**config.mk**
```make
export PLATFORM = sky130hd
export DESIGN_NAME = gb_line_write_sched
export DESIGN_NICKNAME = d
export VERILOG_FILES = /design/src/rtl/gb_line_write_sched.sv
export SDC_FILE = /design/constraint.sdc
export NUM_CORES = 1
export LEC_CHECK = 0
export ABC_CLOCK_PERIOD_IN_PS = 3100
export CORE_MARGIN = 2
export CORE_UTILIZATION = 40
export CTS_BUF_LIST = sky130_fd_sc_hd__clkbuf_8
export DETAILED_ROUTE_END_ITERATION = 8
export PLACE_DENSITY_LB_ADDON = 0.08
export SLEW_MARGIN = 15
export SYNTH_ARGS = -nofsm -noshare
export SYNTH_HDL_FRONTEND = slang
export SYNTH_SLANG_ARGS = --single-unit
```
**constraint.sdc**
```tcl
create_clock -name pixel_clk -period 3.1 [get_ports pixel_clk]
set_clock_uncertainty 0.15 [all_clocks]
set_input_delay 0.465 -clock pixel_clk [delete_from_list [all_inputs] [get_ports pixel_clk]]
set_output_delay 0.465 -clock pixel_clk [all_outputs]
set_load 0.05 [all_outputs]
```
**src/rtl/gb_line_write_sched.sv**
```systemverilog
// gb_line_write_sched: packs one captured Game Boy line (160 px, two bit-planes)
// into 40 bytes and writes them to the display RAM while the VGA write window
// is open. On request, it also mirrors one complete frame into the screenshot RAM.
`timescale 1ns/1ps
module gb_line_write_sched #(
    parameter int LINE_BYTES = 40,
    parameter int LINES      = 144,
    parameter int ADDR_W     = 13
) (
    input  logic              pixel_clk,
    input  logic              reset_n,
    input  logic              line_valid,
    input  logic [7:0]        line_num,
    input  logic [159:0]      line_pix0,
    input  logic [159:0]      line_pix1,
    output logic              line_ack,
    input  logic              wr_window,
    output logic              disp_wren,
    output logic [ADDR_W-1:0] disp_addr,
    output logic [7:0]        disp_data,
    output logic              ss_wren,
    input  logic              snap_req,
    output logic              snap_busy,
    output logic              snap_done,
    output logic [7:0]        drop_cnt
);

    typedef enum logic [1:0] {IDLE, WRITE, ACK, RELEASE} line_state_e;
    typedef enum logic [1:0] {SS_IDLE, SS_ARMED, SS_CAPT} ss_state_e;

    localparam logic [5:0] LAST_BYTE = 6'(LINE_BYTES - 1);
    localparam logic [7:0] LINES_B   = 8'(LINES);
    localparam logic [7:0] LAST_LINE = 8'(LINES - 1);

    line_state_e       state_q;
    ss_state_e         ss_q;
    logic [5:0]        k_q;
    logic [7:0]        num_q;
    logic [ADDR_W-1:0] base_q;
    logic [159:0]      pix0_q;
    logic [159:0]      pix1_q;
    logic              wren_q;
    logic              ss_wren_q;
    logic [ADDR_W-1:0] addr_q;
    logic [7:0]        data_q;
    logic              ack_q;
    logic              done_q;
    logic [7:0]        drop_q;

    logic [7:0]        bit_idx;
    logic [3:0]        nib0;
    logic [3:0]        nib1;
    logic [7:0]        byte_d;
    logic [ADDR_W-1:0] base_d;
    logic              line_ok;

    // Byte k is formed from pixels 4k..4k+3, with the two planes interleaved and the lowest pixel in the MSBs.
    always_comb begin
        // NOTE: every always_comb output gets a value on every path, so no latch is inferred.
        bit_idx = {k_q, 2'b00};
        nib0    = pix0_q[bit_idx +: 4];
        nib1    = pix1_q[bit_idx +: 4];
        byte_d  = {nib0[0], nib1[0], nib0[1], nib1[1], nib0[2], nib1[2], nib0[3], nib1[3]};
        base_d  = ADDR_W'(line_num) * ADDR_W'(LINE_BYTES);
        line_ok = (line_num < LINES_B);
    end

    // Line FSM: accepts a line, streams its 40 bytes through the write window, then acks it and waits for valid to drop.
    always_ff @(posedge pixel_clk or negedge reset_n) begin
        if (!reset_n) begin
            state_q   <= IDLE;
            k_q       <= '0;
            num_q     <= '0;
            base_q    <= '0;
            // NOTE: the latched planes are ordinary flops rather than a RAM, so they take the async reset like everything else.
            pix0_q    <= '0;
            pix1_q    <= '0;
            wren_q    <= 1'b0;
            ss_wren_q <= 1'b0;
            addr_q    <= '0;
            data_q    <= '0;
            ack_q     <= 1'b0;
            drop_q    <= '0;
        end else begin
            // NOTE: non-blocking assignments everywhere here, so every branch sees the pre-edge state.
            wren_q    <= 1'b0;
            ss_wren_q <= 1'b0;
            ack_q     <= 1'b0;
            case (state_q)
                IDLE: begin
                    if (line_valid) begin
                        num_q  <= line_num;
                        pix0_q <= line_pix0;
                        pix1_q <= line_pix1;
                        base_q <= base_d;
                        k_q    <= '0;
                        if (line_ok) begin
                            state_q <= WRITE;
                        end else begin
                            state_q <= ACK;
                            if (drop_q != 8'hFF) drop_q <= drop_q + 8'd1;
                        end
                    end
                end
                WRITE: begin
                    if (wr_window) begin
                        wren_q    <= 1'b1;
                        ss_wren_q <= (ss_q == SS_CAPT);
                        addr_q    <= base_q + ADDR_W'(k_q);
                        data_q    <= byte_d;
                        k_q       <= k_q + 6'd1;
                        if (k_q == LAST_BYTE) state_q <= ACK;
                    end
                end
                ACK: begin
                    ack_q   <= 1'b1;
                    state_q <= RELEASE;
                end
                RELEASE: begin
                    if (!line_valid) state_q <= IDLE;
                end
                default: state_q <= IDLE;
            endcase
        end
    end

    // Screenshot FSM: arms on request, starts capturing at the next accepted line 0, and finishes on line 143's ack.
    always_ff @(posedge pixel_clk or negedge reset_n) begin
        if (!reset_n) begin
            ss_q   <= SS_IDLE;
            done_q <= 1'b0;
        end else begin
            done_q <= 1'b0;
            case (ss_q)
                SS_IDLE: begin
                    if (snap_req) ss_q <= SS_ARMED;
                end
                SS_ARMED: begin
                    if (state_q == IDLE && line_valid && line_num == 8'd0) ss_q <= SS_CAPT;
                end
                SS_CAPT: begin
                    if (state_q == ACK && num_q == LAST_LINE) begin
                        ss_q   <= SS_IDLE;
                        done_q <= 1'b1;
                    end
                end
                default: ss_q <= SS_IDLE;
            endcase
        end
    end

    assign line_ack  = ack_q;
    assign disp_wren = wren_q;
    assign disp_addr = addr_q;
    assign disp_data = data_q;
    assign ss_wren   = ss_wren_q;
    assign snap_busy = (ss_q != SS_IDLE);
    assign snap_done = done_q;
    assign drop_cnt  = drop_q;

endmodule

```
==> summary.txt <==
Place
  • Gpl congestion: 0.8435
  • HPWL after DPL: 38,490 um
  • Placed cell area: 0.02188 sq mm
  • # port buffers: 366

Power and ir drop
  • Sw power: a little under 8 mW
  • Sw Ratio: 36.61%
  • Pleak: 11.43 nW
  • Pint: 13.54 mW
  • Logic gate share of total power: 36.4%
  • Pwr/cell area: 913.9 mW/mm^2
  • Flop pwr share: between 40% and 50%
  • Worst ir drop on vdd: 443.0 uV
  • Clock network power share: 23.5%

Logic synthesis
  • Top FF cell, synth: dfrtp_1
  • Cell variety after synth: 46
  • Asr flop ratio synth: 100.0%
  • Share of the synthesized area in the top cell type: 54.58%
  • Area contributors post-synth: dfrtp_1, nand2_1, mux4_2
  • Syn Nets: 2,220
  • Cells after synthesis: 1,863
  • Synthesis-stage register bit count: around 380
  • YS warnings: 0
  • Post-synthesis sequential area ratio: 54.58%
  • Mean Syn Cell Area: 9.327 sq um
  • EDFF count, synth: 0
  • Synth area leader: dfrtp_1
  • Commonest cells post-synth: nand2_1, dfrtp_1, mux4_2, clkbuf_1, o21ai_0
  • Mapped cell area: 0.01738 sq mm
  • Top-count cell post-synth: nand2_1

Route
  • Avg Vias per Cell: 4.887
  • DR iter-0 viols: 1,044
  • DR DRC count: 0
  • ANT nets after route: 0
  • Routed wire length: ~53,000 um
  • Drt wl/cell: 18.30 um
  • Via count: 14,050
  • DRT Pass-1 Iters: 5

Status
  • Status: complete, no violations

STA
  • Final setup fails: 0
  • WHS: 0.2114 ns
  • Setup TNS: 0 ns
  • Max_slew headroom: 56.85%
  • Hold Violations, Final: 0
  • Max Slew Vio Count: 0
  • Worst Tran Pin Value: between 0.6 and 0.7 ns
  • Final Cycle Share: around nine tenths
  • Max Fclk: 360.9 MHz
  • Final min period: 2.771 ns
  • RSZ-0062 raised after global routing: no

Layout
  • Design Area, Final: 0.02337 sq mm
  • Layout cell share with drive strength beyond 1: a little over a tenth
  • Finished Core Util: 54.38%
  • Fill cells: 3,987
  • Fin nets: 2,593
  • P&R area growth vs syn: 34.52%

Floorplanning
  • Core footprint: roughly 0.043 sq mm
  • Die X: 212.4 um
  • Core Rows: 76
  • Initial Utilization: 40.43%
  • Die height: around 210 um
  • Top Ports: 367
  • Die ar.: around 0.045 sq mm

Critical path
  • Critical Path End Type: flop
  • Critical Path Start Type: flop
  • Worst Path Required: around 3.4 ns
  • Worst Path Max Fanout: 37
  • Critical Path AT: 3.11 ns
  • CP Class: reg -> reg

Global routing
  • Gr usage total: 23.90%
  • Antenna violations before repair: 2
  • Grt total ovfl: 0
  • First-pass GRT wire length: 81,880 um
  • Largest net degree at the start of global routing: 107
  • Vias in the first global route: 14,490

Clock network
  • Post-CTS sizing: 0
  • Clk sink count: around 380
  • CTS Root Cell: clkbuf_8
  • CTS tree: built
  • Worst-path clk slew: 0.06 ns
  • Post-CTS setup buffer count: 0
  • Total CTS buffers: 69
  • CTS H-tree depth: 3
  • CTS Buffer Depth: 3
  • Clock Latency Late Sink: between 0.6 and 0.7 ns

Flow run
  • Number of max-cap violations: 0

Worst hold path
  • Hold Crit Class: in -> reg
## layer usage
layer  GRT usage, %  vias up  part of all wire [%]
li1               -     6755                     -
met1          33.51     6836                    45
met2          38.05      376                    47
met3          4.165       76                   5.2
met4          7.379        2                   2.4
met5              0        -                 0.017
## power groups by stage
stage | registers [mW] | logic (mW) | clock network (mW)
after detailed placement | 8.62 | 7.88 | 0
final | 8.55 | 7.78 | 5.03
after floorplan | 8.58 | 4.95 | 0
after CTS | 8.55 | 7.92 | 5.16
after global placement | 8.56 | 7.73 | 0
after global routing | 8.82 | 8.72 | 5.38
## per-stage QoR
step / instances / total power [mW] / setup WS, ns
floorplan: 1863 / 13.53 / 0.7318
global placement: 2749 / 16.28 / 0.2528
detailed placement: 2749 / 16.50 / 0.1614
CTS: 2873 / 21.64 / 0.3024
global route: 2873 / 22.93 / 0.1826
finish: 2874 / 21.36 / 0.3291
## cell usage in the layout (no fill, tap or decap), types with 13 or more instances in the layout
cell	synthesis	layout
nor2_1	27	27
mux2i_1	13	13
inv_1	14	34
clkbuf_8	0	90
mux4_2	83	83
buf_12	0	17
clkdlybuf4s50_1	0	365
buf_4	3	25
ha_1	22	22
nand3_1	15	15
nand2_1	1065	1064
dfrtp_1	379	376
o21ai_0	37	37
## worst paths after layout
path                                        start                  endpoint  slack, ns  cells past startpoint
setup reg to reg               k_q[1]$_DFFE_PN0P_  disp_data[7]$_DFFE_PN0P_       0.33                      7
max in group asynchronous                 reset_n   pix1_q[116]$_DFFE_PN0P_       1.54                      4
setup / recovery               k_q[1]$_DFFE_PN0P_  disp_data[7]$_DFFE_PN0P_       0.33                      7
hold / removal                      line_pix0[18]    pix0_q[18]$_DFFE_PN0P_       0.21                      3
min in group asynchronous                 reset_n   pix1_q[140]$_DFFE_PN0P_       0.28                      2
hold reg to reg            pix0_q[78]$_DFFE_PN0P_    pix0_q[78]$_DFFE_PN0P_       0.32                      2
## registers in the layout, indices dropped and copies added, names as in the netlist, 2 cells and up
register   cells
pix1_q       160
disp_data      8
state_q        2
base_q         8
drop_cnt       8
num_q          8
k_q            6
disp_addr     13
ss_q           2
pix0_q       160
## worst max-delay path: stages, from the launching register on
cell,delay [ns]
dfrtp_4,0.80
buf_4,0.40
mux4_2,0.35
mux2_2,0.27
o221ai_1,0.28
o21ai_0,0.13
o21ai_0,0.18
nand2_1,0.06
## kinds of logic (layout without fill, tap and decap cells)
| family | count (synthesis) | in the layout | share of synthesized area [%] |
|---|---|---|---|
| xor+xnor | 21 | 21 | 1.058 |
| mux | 98 | 98 | 11.64 |
| simple gates | 1141 | 1141 | 25.26 |
| compound gates | 77 | 77 | 2.765 |
| buf+inv | 123 | 548 | 2.887 |
| flops | 379 | 379 | 54.58 |
| other cells | 0 | 1 | 0 |
| fa+ha+maj | 24 | 24 | 1.815 |
## cell type report
| cell class | count | area, sq um | area share, % |
|---|---|---|---|
| well taps | 585 | 732.0 | 3.131 |
| clock inverters | 33 | 241.5 | 1.033 |
| diodes | 1 | 2.502 | 0.01071 |
| clock buffers | 90 | 1239 | 5.299 |
| inverters | 16 | 60.06 | 0.2569 |
| repair buffers | 409 | 4207 | 18.00 |
| multi-input cells | 1361 | 7401 | 31.66 |
| flip-flops and latches | 379 | 9493 | 40.61 |
## timing repair
| item | in CTS | in global routing |
|---|---|---|
| setup endpoints to repair | 0 | 0 |
| hold buffers | 1 | 0 |
| endpoints found under the hold margin | 67 | 0 |
(Power assumes the default switching activity.)
